<file path="src/rtl/jtframe_dump_pkg.sv">
// Shared types for the waveform-dump scheduler: state encoding, default
// counter width and the registered pulse record.
package jtframe_dump_pkg;

    localparam int DEF_CNTW = 32;

    typedef enum logic [1:0] {
        ST_IDLE    = 2'd0,
        ST_ARMED   = 2'd1,
        ST_DUMPING = 2'd2,
        ST_DONE    = 2'd3
    } dump_st_t;

    typedef struct packed {
        logic start;
        logic stop;
        logic finish;
    } dump_pulse_t;

endpackage

</file>
<file path="src/rtl/jtframe_dump_edge.sv">
// Rise/fall detector against a registered copy of the input; single clock
// domain, so no synchronizer stage.
module jtframe_dump_edge (
    input  logic clk,
    input  logic rst,
    input  logic din,
    output logic rise,
    output logic fall
);

    logic din_l;

    always_ff @(posedge clk or posedge rst) begin
        if (rst) din_l <= 1'b0;
        else     din_l <= din;
    end

    assign rise = din & ~din_l;
    assign fall = din_l & ~din;

endmodule

</file>
<file path="src/rtl/jtframe_dump_ctrl.sv">
// Waveform-dump scheduler: counts frames, opens/closes one dump window and
// requests finish. Define JTFRAME_DUMP_DWN_TRIG_EN to open the window on download end.
module jtframe_dump_ctrl
    import jtframe_dump_pkg::*;
#(
    parameter logic [15:0] DWN_GUARD = 16'd2000,
    parameter int          CNTW      = DEF_CNTW
) (
    input  logic            clk,
    input  logic            rst,
    input  logic            vs,
    input  logic            downloading,
    input  logic [CNTW-1:0] start_frame,
    input  logic [15:0]     dump_len,
    input  logic [CNTW-1:0] finish_frame,
    output logic [CNTW-1:0] frame_cnt,
    output logic            dump_on,
    output logic            dump_start,
    output logic            dump_stop,
    output logic            sim_finish,
    output logic [1:0]      st
);

    dump_st_t    state;
    dump_pulse_t pls;
    logic [15:0] guard, len_cnt;
    logic        frame_edge, unused_vs_rise, dwn_rise, dwn_fall_raw;
    logic        dwn_ok, dwn_fall, never_dwn, fin_done, fin_hit, start_hit;

    jtframe_dump_edge u_vs_edge (
        .clk  (clk),
        .rst  (rst),
        .din  (vs),
        .rise (unused_vs_rise),
        .fall (frame_edge)
    );

    jtframe_dump_edge u_dwn_edge (
        .clk  (clk),
        .rst  (rst),
        .din  (downloading),
        .rise (dwn_rise),
        .fall (dwn_fall_raw)
    );

    // A download that ends inside the guard window is the power-up glitch
    assign dwn_ok    = (guard == DWN_GUARD);
    assign dwn_fall  = dwn_fall_raw & dwn_ok;
    assign fin_hit   = frame_edge && (finish_frame != '0) &&
                       (frame_cnt == finish_frame) && !fin_done;
    assign start_hit = frame_edge && (frame_cnt == start_frame);

    assign st         = state;
    assign dump_start = pls.start;
    assign dump_stop  = pls.stop;
    assign sim_finish = pls.finish;

    always_ff @(posedge clk or posedge rst) begin
        if (rst)                    guard <= 16'd0;
        else if (guard != DWN_GUARD) guard <= guard + 16'd1;
    end

    always_ff @(posedge clk or posedge rst) begin
        if (rst)                                   frame_cnt <= '0;
        else if (downloading)                      frame_cnt <= '0;
        else if (frame_edge && frame_cnt != '1)    frame_cnt <= frame_cnt + CNTW'(1);
    end

    always_ff @(posedge clk or posedge rst) begin
        if (rst) begin
            state     <= ST_IDLE;
            pls       <= '0;
            dump_on   <= 1'b0;
            len_cnt   <= 16'd0;
            fin_done  <= 1'b0;
            never_dwn <= 1'b1;
        end else begin
            pls <= '0;
            if (downloading) never_dwn <= 1'b0;

            // A fresh download aborts everything, including an open window
            if (dwn_rise && state != ST_IDLE) begin
                state    <= ST_IDLE;
                fin_done <= 1'b0;
                if (state == ST_DUMPING) begin
                    pls.stop <= 1'b1;
                    dump_on  <= 1'b0;
                end
            end else if (fin_hit) begin
                pls.finish <= 1'b1;
                fin_done   <= 1'b1;
                if (state == ST_DUMPING) begin
                    pls.stop <= 1'b1;
                    dump_on  <= 1'b0;
                    state    <= ST_DONE;
                end else if (state == ST_ARMED && start_hit) begin
                    state <= ST_DONE;
                end
            end else begin
                case (state)
                    ST_IDLE: begin
                        if (dwn_fall) begin
`ifdef JTFRAME_DUMP_DWN_TRIG_EN
                            state     <= ST_DUMPING;
                            pls.start <= 1'b1;
                            dump_on   <= 1'b1;
                            len_cnt   <= 16'd0;
`else
                            state <= ST_ARMED;
`endif
                        end else if (never_dwn && dwn_ok && !downloading) begin
                            state <= ST_ARMED;
                        end
                    end
                    ST_ARMED: begin
                        if (start_hit) begin
                            state     <= ST_DUMPING;
                            pls.start <= 1'b1;
                            dump_on   <= 1'b1;
                            len_cnt   <= 16'd0;
                        end
                    end
                    ST_DUMPING: begin
                        if (frame_edge) begin
                            if (len_cnt != 16'hffff) len_cnt <= len_cnt + 16'd1;
                            if (dump_len != 16'd0 && (len_cnt + 16'd1) == dump_len) begin
                                state    <= ST_DONE;
                                pls.stop <= 1'b1;
                                dump_on  <= 1'b0;
                            end
                        end
                    end
                    default: state <= ST_DONE;
                endcase
            end
        end
    end

endmodule

</file>
<file path="config.mk">
export PLATFORM = sky130hd
export DESIGN_NAME = jtframe_dump_ctrl
export DESIGN_NICKNAME = d
export VERILOG_FILES = /design/src/rtl/jtframe_dump_pkg.sv /design/src/rtl/jtframe_dump_edge.sv /design/src/rtl/jtframe_dump_ctrl.sv
export SDC_FILE = /design/constraint.sdc
export NUM_CORES = 1
export LEC_CHECK = 0
export ABC_AREA = 0
export BUFFER_PORTS_ARGS = -buffer_cell sky130_fd_sc_hd__buf_4
export CORE_MARGIN = 2
export CORE_UTILIZATION = 50
export DETAILED_ROUTE_END_ITERATION = 8
export GPL_TIMING_DRIVEN = 0
export PLACE_DENSITY = 0.75
export SYNTH_ARGS = -nofsm -noshare
export SYNTH_HDL_FRONTEND = slang
export SYNTH_SLANG_ARGS = --single-unit
</file>
<file path="constraint.sdc">
create_clock -name clk -period 3.6 [get_ports clk]
set_input_delay 0.54 -clock clk [delete_from_list [all_inputs] [get_ports clk]]
set_output_delay 0.54 -clock clk [all_outputs]
set_load 0.03 [all_outputs]
</file>
Word level (Yosys, flattened, before mapping):

Index checks and enable logic that the tools add are counted.
W data, S select, Z words.

* flip-flop bits (word level): 74
* output and inout bits: 38
* word-level logic and storage cells: 101

* add/sub/neg operators: 3
* eq/ne operators: 17
* muxes and demuxes: 37
* bitwise gates (word level): 9
* reduce and logical (&&, ||, !) cells: 23

Operator list (number)
* $eq A32 B32 Y1: 2
* $mux W32: 2
* $mux W16: 3
* $add A16 B1 Y16 const B: 2
* $add A32 B1 Y32 const B: 1
* $ne A32 B32 Y1 const B: 1
* $pmux W16 S2: 1
* $reduce_bool A32 Y1: 1
* $mux W1: 20
* $mux W2: 9
* $eq A16 B11 Y1 const B: 1
* $eq A16 B16 Y1: 1
* $ne A16 B11 Y1 const B: 1
* $ne A16 B16 Y1 const B: 1
* $reduce_bool A16 Y1: 1
* $logic_and A1 B1 Y1: 10
* $ne A4 B4 Y1 const B: 2
* $reduce_bool A2 Y1: 4
* $pmux W2 S3: 1
* $reduce_and A6 Y1: 1
* $ne A5 B5 Y1 const B: 1
* $not A1 Y1: 5
* $reduce_and A5 Y1: 1
* $and A1 B1 Y1: 4
* other kinds (11): 13

Depth between registers and ports, before layout:

* depth after elaboration: 8
* depth in mapped cells: 10
* mapped depth without buffers: 9

Cells and area by module:

A second synthesis with hierarchy kept.

* cell total of the unflattened synthesis: 568
* area, all modules: 5057.4 µm²

Modules (own cells, without submodules)
* jtframe_dump_ctrl: times used 1, cells each 560, area an instance 4969.8 µm², seq. area each 1803.0 µm²
* jtframe_dump_edge: times used 2, cells each 4, area an instance 43.8 µm², seq. area each 25.0 µm²

Worst setup path before layout:

No wires, ideal clock.

* path type: reg-to-reg
* start: register frame_cnt[12]
* end: register len_cnt[4]
* setup time: 0.096 ns
* arrival time: 2.546 ns
* setup slack: 0.958 ns
* stages on the path, launching flop included: 11
* buffers on the path: 2
* clock period less this slack: 2.642 ns
* cell sequence: dfrtp_1 -> clkbuf_1 -> xnor2_1 -> o2111ai_1 -> or4_1 -> nor4_4 -> nor2_1 -> nand2_1 -> buf_2 -> o21ai_0 -> o31ai_1

* cells in the longest elaborated chain, start to end: 5

Ends and longest elaborated chain
* start, declared: RTL line jtframe_dump_ctrl.sv:16 `output logic [CNTW-1:0] frame_cnt,`
* start signal, assigned: RTL line jtframe_dump_ctrl.sv:66 `else if (frame_edge && frame_cnt != '1) frame_cnt <= frame_cnt + CNTW'(1);`
* parallel branches: the longest is 4 deep, another holds $eq A32 B32 Y1
* $reduce_and A6 Y1 (no source line) (*)
* end signal, assigned: RTL line jtframe_dump_ctrl.sv:125 `if (len_cnt != 16'hffff) len_cnt <= len_cnt + 16'd1;`
* end, declared: RTL line jtframe_dump_ctrl.sv:26 `logic [15:0] guard, len_cnt;`

Every way passes the cells marked *.
A chain may end at the register's enable or synchronous reset.

Worst setup path after layout:

* start: register frame_cnt[26]
* end: register len_cnt[8]

Same word-level chain as after synthesis.

==> key figures <==
Status
  • Status: finished, final reports clean

Clocking
  • Reg clk slew, reported paths: 0.09 ns
  • Worst-case clock buffer depth: 2
  • TritonCTS clock tree: done
  • H-Tree Depth: 3
  • CTS resizes: 0
  • Number of post-CTS setup repair buffers: 0
  • Worst-Skew Late Latency: about 0.35 ns
  • Clock root cell: clkbuf_8
  • Hold-fix buffers, CTS: 0
  • CTS Buf Count: 9
  • Clock sink count: 74

Die
  • Boundary Pins: about 120
  • Initial core utilization: between 50% and 60%
  • Row count: 36
  • Core area: 9730 um2
  • Die height: 104 um
  • Die width: roughly 100 um
  • Die area: roughly 11000 um2

Yosys
  • Main synth FF type: dfrtp_1
  • EDFF count, synth: 0
  • Synth Area in Compound Gates: under 10%
  • Synth Area in XOR/XNOR: about 22%
  • Cells after Synth: around 570
  • Yosys warnings: 0
  • Post-Syn Nets: 660
  • Post-synthesis simple-gate area fraction: about 25%
  • Yosys reg bits: 74
  • Adder-Cell Fraction of Synth Area: about 2.0%
  • Register area share after synthesis: between 30% and 40%
  • Cell Area, Synth: 5010 um2
  • Mux cell area share after synthesis: less than 1%
  • Largest family of logic cells by synthesized area: simple AND/OR/NAND/NOR gates
  • Post-synth ARST share: between 90% and 100%
  • Post-synth cell types: 58
  • Mapped Avg Cell Area: slightly below 9 um2

Global routing
  • Vias in the first global route: 4577
  • Pin count of the biggest net entering global routing: 67
  • GR Overflow Total: 0
  • Global-route wire length before repair: between 20000 and 25000 um
  • Total GRT Usage: about a quarter
  • Initial antenna violation count: 0

Drt
  • Post-route ant nets: 0
  • Total Routed Length: between 10000 and 15000 um
  • DRT iter0 DRCs: ~230
  • DRC errors left: 0
  • Via count: between 4000 and 5000
  • Pre-antenna DRT Iters: 5
  • Drt via density: 5.67
  • Post-DR wirelength/cell: about 16 um

Finish
  • Fill count: ~850
  • Layout Cells excl Fill: between 800 and 900
  • N_diodes: 0
  • Layout area overhead: 26.4%
  • Finished Cell Area: 6330 um2
  • Fraction of layout cells with a size suffix above 1: about 23%
  • Area of the multi-input gates: between 2000 and 3000 um2
  • Seq. cell area: 1850 um2
  • # nets final: roughly 790

Worst setup path
  • Worst R2R Setup Slack: 0.54 ns
  • Setup CP Type: reg -> reg
  • Crit path from: frame_cnt[26]
  • CP Capture Type: register
  • RR Startpoint: frame_cnt[26]
  • Startpoint Class: register
  • Worst Path Arrival: about 3.3 ns
  • CP required: about 3.8 ns
  • Critical path fanouts, max: 10

Power and ir drop
  • Switching fraction of total power: 32.0%
  • PwrDens: approximately 350 nW/um2
  • Comb power frac: between 20% and 30%
  • Net Sw Power: about 700 uW
  • Leak: 0.00283 uW
  • Clock power share: between 30% and 40%
  • Maximum vdd drop: roughly 0.22 mV
  • Int Power: 1500 uW
  • Flop pwr share: between 40% and 50%

STA
  • Min Tclk post-route: 3.06 ns
  • Fin. max-slew vios: 0
  • Setup TNS: 0 ns
  • Highest clock rate: 326 MHz
  • Worst-Margin Slew: roughly 0.66 ns
  • Clock skew: 0.0154 ns
  • Final setup vio count: 0
  • Final period util: 85.1%
  • Final hold vios: 0
  • RSZ-0062 raised after global routing: no
  • Slew headroom: 55.4%
  • Final worst setup slack: 0.536 ns

Run
  • Max Cap Viol: 0

Placed design
  • Pre-CTS setup slack: around 0.27 ns
  • Placed Area: approximately 6000 um2
  • Routability Congestion: between 0.9 and 1
  • Final HPWL DP: around 11000 um
  • Placed Cells incl. Taps: around 800
  • Port buffer count: around 120

Worst hold path
  • Hold Path Class: in -> async
cells in the final DEF (no fill, tap or decap), drive strengths merged, types with 2 or more instances in the layout:
cell / count
a21boi: 2
or2: 3
xnor2: 56
and4: 3
nor4: 25
o31ai: 7
a31oi: 6
nand3: 29
or3: 7
nor2: 55
o2111ai: 3
ha: 8
or4: 6
xor2: 69
nand2b: 5
nor3b: 2
clkinv: 2
o21a: 3
nand2: 34
o21ai: 29
and3: 14
nor2b: 5
buf: 128
a22oi: 2
inv: 18
and2: 7
dfrtp: 73
nand4: 28
clkbuf: 37
nor3: 9
a21oi: 10
bufinv: 2
state kept, by name (all words and copies together), names as in the netlist, 2 cells and up:
name,cells
frame_cnt,32
guard,16
st,2
len_cnt,16
cell usage after synthesis, types with 8 or more instances:
master	number	area, um2
nand3_1	29	145
nor2_1	55	206
a21oi_1	10	50.1
xor2_1	69	604
nand2_1	34	128
nand4_1	27	169
xnor2_1	56	490
and3_1	14	87.6
nor4_1	24	150
o21ai_0	26	130
inv_1	17	63.8
nor3_1	9	45.0
dfrtp_1	73	1830
clkbuf_1	27	101
ha_1	8	100
kinds of logic (layout without fill, tap and decap cells):
group,after synthesis,in the layout
adders and majority gates,8,8
buffers and inverters,50,188
xor gates and xnor gates,125,125
and+or+nand+nor,235,235
muxes,2,2
AOI/OAI and AO/OA,74,74
DFF,74,74
path summary, 6_finish.rpt:
kind	cells past startpoint	end
worst min-delay path	2	guard[15]
worst max register to register	10	len_cnt[8]
worst min register to register	1	guard[15]
max in group asynchronous	3	never_dwn
min in group clk	1	u_vs_edge.din_l
worst max-delay path	10	len_cnt[8]
metrics by stage:
step / hold WS, ns / power, uW / utilization, %
2_1_floorplan: 0.433 / 1270 / -
3_3_place_gp: 0.449 / 1470 / 62.5
3_5_place_dp: 0.455 / 1490 / 62.8
4_1_cts: 0.0738 / 2210 / 65.1
5_1_grt: 0.0766 / 2310 / 65.1
6_report: 0.0792 / 2210 / 65.1
power by group through the flow:
stage | clock network, uW | registers, uW | logic (uW)
floorplan | 0 | 943 | 325
global placement | 0 | 922 | 544
detailed placement | 0 | 924 | 562
CTS | 739 | 908 | 565
global route | 772 | 915 | 623
finish | 735 | 909 | 568
layout make-up:
| cell class | instances | share of cell area (%) |
|---|---|---|
| plain buffers | 33 | 2.08 |
| clock buffers | 10 | 2.02 |
| clock inverters | 6 | 1.42 |
| inverters | 17 | 1.05 |
| multi-input cells | 444 | 46.7 |
| flip-flops and latches | 74 | 29.3 |
| well taps | 133 | 2.63 |
| repair buffers | 122 | 14.8 |
critical path, stage by stage (launching register included):
cell and delay (ns):
dfrtp_1 0.39, clkbuf_1 0.21, xnor2_1 0.34, nand4_1 0.13
nor4_1 0.50, a31oi_1 0.28, nor2_1 0.27, nand2_1 0.24
buf_2 0.26, o21ai_0 0.21, o41ai_1 0.10
routing by layer:
| layer | vias to the layer above | global-route usage (%) | routed length [um] |
|---|---|---|---|
| met5 | - | 0 | 0 |
| met4 | 0 | 11.4 | 415 |
| met3 | 36 | 4.76 | 858 |
| met2 | 187 | 44.0 | 6840 |
| met1 | 2284 | 31.4 | 5700 |
| li1 | 2249 | - | - |
(Power assumes the default switching activity.)
